==> src/rtl/risc_toy_pkg.sv <==
// Shared types and constants for the RISC_TOY fetch stage.
package risc_toy_pkg;

    localparam int IADDR_W = 30;
    localparam int INSTR_W = 32;

    localparam logic [IADDR_W-1:0] RESET_PC_DEF = '0;

    // One queued fetch: the instruction word and the word address it came from.
    typedef struct packed {
        logic [INSTR_W-1:0] instr;
        logic [IADDR_W-1:0] iaddr;
    } fetch_entry_t;

endpackage

==> src/rtl/risc_toy_fetch_if.sv <==
// Fetch-stage bus: instruction-memory request/return, redirect from execute,
// and the valid/stall handshake towards decode.
interface risc_toy_fetch_if;
    import risc_toy_pkg::*;

    logic               IREQ;
    logic [IADDR_W-1:0] IADDR;
    logic [INSTR_W-1:0] INSTR;
    logic               REDIR;
    logic [IADDR_W-1:0] REDIR_ADDR;
    logic               STALL;
    logic               FD_VALID;
    logic [INSTR_W-1:0] FD_INSTR;
    logic [IADDR_W-1:0] FD_IADDR;
    logic [IADDR_W-1:0] FD_LINK;

    // Fetch stage side.
    modport master (
        output IREQ, IADDR, FD_VALID, FD_INSTR, FD_IADDR, FD_LINK,
        input  INSTR, REDIR, REDIR_ADDR, STALL
    );

    // Memory / execute / decode side.
    modport slave (
        input  IREQ, IADDR, FD_VALID, FD_INSTR, FD_IADDR, FD_LINK,
        output INSTR, REDIR, REDIR_ADDR, STALL
    );

endinterface

==> src/rtl/risc_toy_iq.sv <==
// Small circular instruction queue. Flush empties it in one cycle and
// takes priority over push/pop. Entries reset to zero so the head reads
// as zero straight out of reset.
module risc_toy_iq
    import risc_toy_pkg::*;
#(
    parameter  int DEPTH = 2,
    localparam int PW    = $clog2(DEPTH),
    localparam int CW    = PW + 1
) (
    input  logic          CLK,
    input  logic          RST,
    input  logic          push,
    input  fetch_entry_t  push_data,
    input  logic          pop,
    input  logic          flush,
    output logic [CW-1:0] count,
    output fetch_entry_t  head_data
);

    fetch_entry_t  mem [DEPTH];
    logic [PW-1:0] head;
    logic [PW-1:0] tail;

    // Pointer, count and storage update; pointers wrap naturally (DEPTH is 2^PW).
    always_ff @(posedge CLK or posedge RST) begin
        if (RST) begin
            head  <= '0;
            tail  <= '0;
            count <= '0;
            for (int i = 0; i < DEPTH; i++) mem[i] <= '0;
        end else if (flush) begin
            head  <= tail;
            count <= '0;
        end else begin
            if (push) begin
                mem[tail] <= push_data;
                tail      <= tail + PW'(1);
            end
            if (pop) head <= head + PW'(1);
            count <= count + CW'(push) - CW'(pop);
        end
    end

    assign head_data = mem[head];

endmodule

==> src/rtl/risc_toy_fetch.sv <==
// RISC_TOY instruction fetch: owns the fetch PC, issues one request per
// cycle while the queue has room for everything in flight, and restarts
// on a redirect from execute.
module risc_toy_fetch
    import risc_toy_pkg::*;
#(
    parameter logic [IADDR_W-1:0] RESET_PC = RESET_PC_DEF,
    parameter int                 DEPTH    = 2
) (
    input logic              CLK,
    input logic              RST,
    risc_toy_fetch_if.master bus
);

    localparam int CW = $clog2(DEPTH) + 1;
    localparam int OW = CW + 1;

    logic [IADDR_W-1:0] pc;
    logic [IADDR_W-1:0] pend_addr;
    logic               pend;
    logic [CW-1:0]      count;
    fetch_entry_t       head_q;
    fetch_entry_t       push_d;
    logic               fd_valid;
    logic               deq;
    logic               issue;
    logic [OW-1:0]      occ;

    assign fd_valid = (count != '0);
    assign deq      = fd_valid & ~bus.STALL & ~bus.REDIR;

    // Slots committed after this cycle; a request only goes out if its
    // return is guaranteed a free entry, so the queue cannot overflow.
    assign occ   = OW'(count) + OW'(pend) - OW'(deq);
    assign issue = (occ < OW'(DEPTH));

    assign bus.IREQ  = ~RST & (bus.REDIR | issue);
    assign bus.IADDR = bus.REDIR ? bus.REDIR_ADDR : pc;

    assign push_d.instr = bus.INSTR;
    assign push_d.iaddr = pend_addr;

    risc_toy_iq #(.DEPTH(DEPTH)) u_iq (
        .CLK       (CLK),
        .RST       (RST),
        .push      (pend & ~bus.REDIR),
        .push_data (push_d),
        .pop       (deq),
        .flush     (bus.REDIR),
        .count     (count),
        .head_data (head_q)
    );

    // PC and in-flight tracking; a redirect restarts fetch at the target.
    always_ff @(posedge CLK or posedge RST) begin
        if (RST) begin
            pc        <= RESET_PC;
            pend      <= 1'b0;
            pend_addr <= '0;
        end else if (bus.REDIR) begin
            pc        <= bus.REDIR_ADDR + IADDR_W'(1);
            pend      <= 1'b1;
            pend_addr <= bus.REDIR_ADDR;
        end else begin
            pend      <= issue;
            pend_addr <= pc;
            if (issue) pc <= pc + IADDR_W'(1);
        end
    end

    assign bus.FD_VALID = fd_valid;
    assign bus.FD_INSTR = head_q.instr;
    assign bus.FD_IADDR = head_q.iaddr;
    assign bus.FD_LINK  = head_q.iaddr + IADDR_W'(1);

endmodule

==> src/flat_wrapper.sv <==
// flat-port wrapper written by rule: the top's interface ports become plain ports
module risc_toy_fetch_flat import risc_toy_pkg::*;
#(
    parameter logic [IADDR_W-1:0] RESET_PC = RESET_PC_DEF,
    parameter int                 DEPTH    = 2
)
  (CLK, RST, bus_IREQ, bus_IADDR, bus_FD_VALID, bus_FD_INSTR, bus_FD_IADDR, bus_FD_LINK, bus_INSTR, bus_REDIR, bus_REDIR_ADDR, bus_STALL);
  risc_toy_fetch_if bus_i ();
  input logic CLK;
  input logic RST;
  output wire logic [$bits(bus_i.IREQ)-1:0] bus_IREQ;
  output wire logic [$bits(bus_i.IADDR)-1:0] bus_IADDR;
  output wire logic [$bits(bus_i.FD_VALID)-1:0] bus_FD_VALID;
  output wire logic [$bits(bus_i.FD_INSTR)-1:0] bus_FD_INSTR;
  output wire logic [$bits(bus_i.FD_IADDR)-1:0] bus_FD_IADDR;
  output wire logic [$bits(bus_i.FD_LINK)-1:0] bus_FD_LINK;
  input wire logic [$bits(bus_i.INSTR)-1:0] bus_INSTR;
  input wire logic [$bits(bus_i.REDIR)-1:0] bus_REDIR;
  input wire logic [$bits(bus_i.REDIR_ADDR)-1:0] bus_REDIR_ADDR;
  input wire logic [$bits(bus_i.STALL)-1:0] bus_STALL;
  assign bus_IREQ = bus_i.IREQ;
  assign bus_IADDR = bus_i.IADDR;
  assign bus_FD_VALID = bus_i.FD_VALID;
  assign bus_FD_INSTR = bus_i.FD_INSTR;
  assign bus_FD_IADDR = bus_i.FD_IADDR;
  assign bus_FD_LINK = bus_i.FD_LINK;
  assign bus_i.INSTR = bus_INSTR;
  assign bus_i.REDIR = bus_REDIR;
  assign bus_i.REDIR_ADDR = bus_REDIR_ADDR;
  assign bus_i.STALL = bus_STALL;
  risc_toy_fetch #(.RESET_PC(RESET_PC), .DEPTH(DEPTH)) u_core (.CLK(CLK), .RST(RST), .bus(bus_i));
endmodule
==> config.mk <==
export PLATFORM = sky130hd
export DESIGN_NAME = risc_toy_fetch_flat
export DESIGN_NICKNAME = d
export VERILOG_FILES = /design/src/rtl/risc_toy_pkg.sv /design/src/rtl/risc_toy_fetch_if.sv /design/src/rtl/risc_toy_iq.sv /design/src/rtl/risc_toy_fetch.sv /design/src/flat_wrapper.sv
export SDC_FILE = /design/constraint.sdc
export NUM_CORES = 1
export LEC_CHECK = 0
export BUFFER_PORTS_ARGS = -buffer_cell sky130_fd_sc_hd__clkbuf_2
export CORE_MARGIN = 4
export CORE_UTILIZATION = 55
export CTS_CLUSTER_DIAMETER = 80
export DETAILED_ROUTE_END_ITERATION = 10
export MAX_ROUTING_LAYER = met4
export PLACE_DENSITY_LB_ADDON = 0.25
export REMOVE_ABC_BUFFERS = 1
export SKIP_LAST_GASP = 1
export SLEW_MARGIN = 15
export SYNTH_ARGS = -nofsm -noshare
export SYNTH_HDL_FRONTEND = slang
export SYNTH_SLANG_ARGS = --single-unit
==> constraint.sdc <==
create_clock -name CLK -period 10.6 [get_ports CLK]
set_input_delay 1.06 -clock CLK [delete_from_list [all_inputs] [get_ports CLK]]
set_output_delay 1.06 -clock CLK [all_outputs]
set_load 0.02 [all_outputs]
# Yosys cells after proc, flatten, opt, wreduce, memory -nomap -nowiden
# Cells that the tools add are included.
[word_totals]
latchBits = 0
register_bits = 189
in_bits = 66
rom_bits = 0
ram_bits = 0
out_inout_bits = 124
elab_cells = 51
n_memories = 0
[op_classes]
mux = 13
n_mul = 0
n_div = 0
eq_ne = 0
magnitude_cmp = 4
n_reduce_logical = 5
shift = 0
addsub = 9
bitwise = 10
[op_table]
columns = ["cell", "n"]
rows = [
  ["$mux W62", 4],
  ["$bwmux W124", 1],
  ["$add A30 B1 Y30 const B", 3],
  ["$mux W30", 3],
  ["$demux W62 S1", 1],
  ["$reduce_bool A2 Y1", 3],
  ["$and A1 B1 Y1", 4],
  ["$ge A2 B2 Y1 const B", 2],
  ["$not A1 Y2", 2],
  ["$add A2 B1 Y3", 1],
  ["$lt A3 B2 Y1 const B", 1],
  ["$mux W1", 3],
  ["$not A1 Y1", 3],
  ["$sub A3 B1 Y3", 1],
  ["$add A1 B1 Y1 const B", 2],
  ["$add A2 B1 Y2", 1],
  ["$lt A2 B1 Y1 const B", 1],
  ["$mux W2", 1],
  ["$reduce_and A2 Y1", 1],
  ["$sub A2 B1 Y2", 1],
  ["$logic_and A1 B1 Y1", 1],
  ["$or A1 B1 Y1", 1],
]

# Longest topological paths before layout
[logic_depth]
word_depth = 7
mapped_depth = 15
depth_no_buf = 10

# Modules after synthesis
# A second synthesis with hierarchy kept.
[unflattened]
cells_unflattened = 763
area_unflattened_um2 = 9744.3
[by_module_without_submodules]
columns = ["mod", "instances", "cells_each", "area_each_um2"]
rows = [
  ["risc_toy_iq", 1, 350, 5886.9],
  ["risc_toy_fetch", 1, 413, 3857.4],
]

# Worst setup path before layout
# Ideal clock, no wire load.
[synth_timing]
path_kind = "input to output"
start = "in bus_REDIR"
end = "out bus_IREQ"
required_ns = 9.540
arrival_time_ns = 3.408
n_path_buf = 6
cell_stages = 13
path_slack_ns = 6.132
path_cell_list = "buf_6 > buf_2 > buf_4 > buf_2 > buf_2 > nor2_1 > xor2_1 > nand2_1 > fa_1 > xnor2_1 > a21oi_1 > clkbuf_1 > nor2_1"
[synth_between]
elab_chain_len = 6
[synth_rtl]
columns = ["item", "line", "source"]
rows = [
  ["start: declaration", "flat_wrapper.sv:18", "input wire logic [$bits(bus_i.REDIR)-1:0] bus_REDIR;"],
  ["$not A1 Y1 (no line)", "--", ""],
  ["$and A1 B1 Y1", "risc_toy_fetch.sv:30", "assign deq = fd_valid & ~bus.STALL & ~bus.REDIR;"],
  ["$sub A3 B1 Y3", "risc_toy_fetch.sv:34", "assign occ = OW'(count) + OW'(pend) - OW'(deq);"],
  ["$lt A3 B2 Y1", "risc_toy_fetch.sv:35", "assign issue = (occ < OW'(DEPTH));"],
  ["$or A1 B1 Y1 (*)", "risc_toy_fetch.sv:37", "assign bus.IREQ = ~RST & (bus.REDIR | issue);"],
  ["$and A1 B1 Y1 (*)", "risc_toy_fetch.sv:37", ""],
  ["end: declaration", "flat_wrapper.sv:11", "output wire logic [$bits(bus_i.IREQ)-1:0] bus_IREQ;"],
]
# Every way passes the cells marked *; elsewhere a longest branch is shown, timed or not.

# Worst setup path after layout
[layout_timing]
start = "reg u_core.u_iq.head"
end = "out bus_FD_LINK[28]"
[layout_between]
elab_chain_len = 5
[layout_rtl]
columns = ["item", "line", "source"]
rows = [
  ["start: declaration", "risc_toy_iq.sv:22", "logic [PW-1:0] head;"],
  ["start signal: assignment", "risc_toy_iq.sv:33", "head <= tail;"],
  ["start signal: assignment", "risc_toy_iq.sv:40", "if (pop) head <= head + PW'(1);"],
  ["$not A1 Y2 (not written as such)", "risc_toy_iq.sv:45", "assign head_data = mem[head];"],
  ["$mux W62 (not written as such) (3 in a row)", "risc_toy_iq.sv:45", ""],
  ["$add A30 B1 Y30", "risc_toy_fetch.sv:74", "assign bus.FD_LINK = head_q.iaddr + IADDR_W'(1);"],
  ["end: declaration", "flat_wrapper.sv:16", "output wire logic [$bits(bus_i.FD_LINK)-1:0] bus_FD_LINK;"],
]
# No other way between the ends. The select of a mux whose other input is x is not followed.

==> flow_summary_export.csv <==
group,metric,value,unit
synthesis,synth_top_family_by_area,"multiplexers",
global_route,grt_first_pass_wirelength,34800,um
placement,place.gp.congestion,0.864,
finish,layout.cells.non_filler,1175,
clocking,clk_path_buf_depth,2,
finish,fill_cells,1324,
pwr,vdd_drop_max,0.000200,V
clocking,root_buffer,"clkbuf_16",
finish,regArea,4730,sq um
hold_path,holdCritStartpoint,"u_core.pc[24]",
setup_path,crit_path_start_kind,"register",
clocking,path_clk_slew,70,ps
floorplan,start_util,56.8,%
route,drt_wl_total,20700,um
synthesis,async_flop_share,100,%
floorplan,ios,190,
route,dr_total_vias,6560,
setup_path,crit_fanout,81,
route,dr.pass1.iters,4,
route,drt-met1-wl,9430,um
pwr,p_comb_share,47.8,%
finish,multi_input_area,4490,sq um
sta,fmax,212,MHz
setup_path,reg2reg_from,"u_core.u_iq.count[1]",
setup_path,crit_arrival,3660,ps
floorplan,die_w,140,um
synthesis,synthMuxAreaShare,25.5,%
run_status,status,"completed",
synthesis,ys.flop_type,"dfrtp_1",
finish,syn_to_final_growth,17.3,%
route,routed-wl-met3,939,um
floorplan,coreArea,16800,sq um
sta,final_max_slew_viol_count,0,
synthesis,synth_seq_cells,189,
floorplan,std_cell_rows,47,
sta,tns,0,ps
synthesis,avgSynthCellArea,12.4,sq um
global_route,antenna_found_initial,0,
synthesis,netlist.area_leader.share,49.5,%
pwr,power_frac_seq,34.8,%
placement,dp_hpwl,14500,um
route,wl_per_cell,17.6,um
placement,place_inst,1144,
pwr,power.share.clock,17.5,%
route,ant_nets,0,
floorplan,dieHeight,140,um
clocking,clkLatencyLatePin,410,ps
setup_path,crit_end,"bus_FD_LINK[28]",
clocking,hold_buffers,0,
setup_path,crit_path_start,"u_core.u_iq.head",
global_route,overflow,0,
setup_path,cp-end-kind,"primary output",
global_route,track_usage,22.2,%
setup_path,reg2reg_depth,10,
clocking,cts_tree,"built",
setup_path,crit_type,"reg2out",
synthesis,synth-compound-area-share,5.63,%
sta,worstMarginPinSlew,1080,ps
setup_path,r2r_slack,7460,ps
sta,post-route-period-util,44.5,%
synthesis,synth-edff-count,0,
route,viasPerCell,5.58,
synthesis,synth-simple-area-share,10.7,%
synthesis,yosys.area.top_type,"dfrtp_1",
sta,grt_setup_unrepaired,"false",
pwr,swShare,40.8,%
synthesis,synth_commonest_cells,"202 x mux2_2, 189 x dfrtp_1, 40 x nand2_1, 30 x nor2_1, 28 x nand3_1",
synthesis,synthAdderAreaFrac,0.602,%
synthesis,yosysSeqAreaShare,49.5,%
pwr,finalPower,3.75,mW
clocking,numClockSinks,189,
synthesis,synth_cell_types,63,
floorplan,die_area,19600,sq um
pwr,leakage,5.11,nW
route,drcViolationCount,0,
pwr,p_per_area,334,nW/um^2
synthesis,synth_xor_area_share,4.40,%
sta,period_minus_slack,4720,ps
route,routed.top_layer,"met4",
clocking,post_cts.repair.setup_buffers,0,
pwr,power.internal,2.22,mW
synthesis,yosys_warnings,0,
setup_path,worst_r2r_endpoint,"u_core.pc[22]",
global_route,grt_pass1_vias,6771,
sta,skew,9.36,ps
clocking,cts-resized-gates,0,
sta,final-setup-viol-count,0,
synthesis,synthCells,768,
route,met2_length,9910,um
job,cap_viol_max_count,0,
synthesis,yosysMostFrequentCell,"mux2_2",
global_route,grt_start_max_net_pins,107,
hold_path,hold_path_class,"reg2reg",
clocking,cts_buffers,17,
finish,antenna_cells,0,
route,drt_iter0_markers,332,
clocking,htree_levels,4,
finish,fin_nets,1013,
sta,hold_viol,0,
finish,drive_above_1_share,48.0,%
placement,io_buffers,189,
sta,max-slew-margin-rel,28.2,%
setup_path,crit_required,9540,ps
synthesis,synth_area,9560,sq um
pwr,p_sw,1.53,mW
synthesis,synthTopCellsByArea,"dfrtp_1 49%, mux2_2 24%, xnor2_1 2.5%, xor2_1 1.9%, mux2i_1 1.6%",
worst max-delay path: stages (launching register included):
cell	delay, ps
dfrtp_4	1120
mux2i_1	230
inv_1	130
ha_1	230
inv_1	90
a2111oi_4	310
buf_4	210
nand4_1	290
nor4_2	280
xnor2_1	160
clkbuf_2	190
power groups by stage:
stage          Clock (mW)  Sequential (mW)  Combinational [mW]
3_3_place_gp            0             1.30                1.78
2_1_floorplan           0             1.23                1.33
5_1_grt             0.703             1.35                1.93
3_5_place_dp            0             1.31                1.80
6_report            0.655             1.30                1.79
4_1_cts             0.671             1.30                1.81
how the worst min path moves through the flow:
| stage | to | depth (start not counted) |
|---|---|---|
| final | u_core.pc[24] | 2 |
| after global routing | u_core.pc[27] | 2 |
| after CTS | u_core.pc[24] | 2 |
| after detailed placement | u_core.pc[24] | 2 |
| after global placement | u_core.pc[23] | 2 |
| after floorplan | u_core.pc[23] | 2 |
stage by stage:
stage	worst slack (ps)	hold WS [ps]	utilization [%]	cell area (sq um)
global placement	6220	462	63.0	10600
global route	5580	507	66.6	11200
CTS	5840	482	66.6	11200
detailed placement	6170	466	63.0	10600
finish	5880	480	66.6	11200
floorplan	4400	445	-	9290
state kept, by name, indices dropped and copies added, names as in the netlist:
register           flops
u_core.u_iq.head       1
u_core.pend_addr      30
u_core.u_iq.count      2
u_core.u_iq.tail       1
u_core.u_iq.mem      124
u_core.pc             30
u_core.pend            1
metal layers:
metal,global-route usage (%),vias to the layer above
met5,-,-
met4,7.29,0
met3,3.16,25
met2,34.9,188
met1,30.1,3240
li1,-,3107
final cells by class:
type | instances | area share [%]
inverters | 22 | 0.804
multi-input cells | 517 | 40.1
flip-flops and latches | 189 | 42.2
clock inverters | 9 | 1.19
clock buffers | 22 | 4.32
repair buffers | 196 | 8.91
well taps | 220 | 2.46
cell usage in the layout, fill, tap and decap left out, drive strengths merged, types with 3 or more instances in the layout:
cell type	count
a21oi	27
nand3b	16
buf	7
inv	23
clkinv	4
o21ai	11
nand4	11
nor2	30
dfrtp	189
o31ai	11
and3	11
xor2	21
nor4	5
a31oi	3
xnor2	27
a22oi	3
nor2b	3
and3b	3
o211ai	3
bufinv	3
mux2	202
a221oi	3
and4b	3
o211a	3
nor3	3
ha	3
mux2i	16
clkbuf	211
and4	6
nand2	41
nand3	31
kinds of logic (layout without fill, tap and decap cells):
| family | Yosys count | count (layout) |
|---|---|---|
| multiplexers | 218 | 218 |
| flip-flops | 189 | 189 |
| AND/OR/NAND/NOR | 174 | 174 |
| AO/OA/AOI/OAI | 73 | 73 |
| buffers and inverters | 62 | 249 |
| XOR/XNOR | 48 | 48 |
| adder cells (fa/ha/maj) | 4 | 4 |
Power figures use the tool's default switching activity.
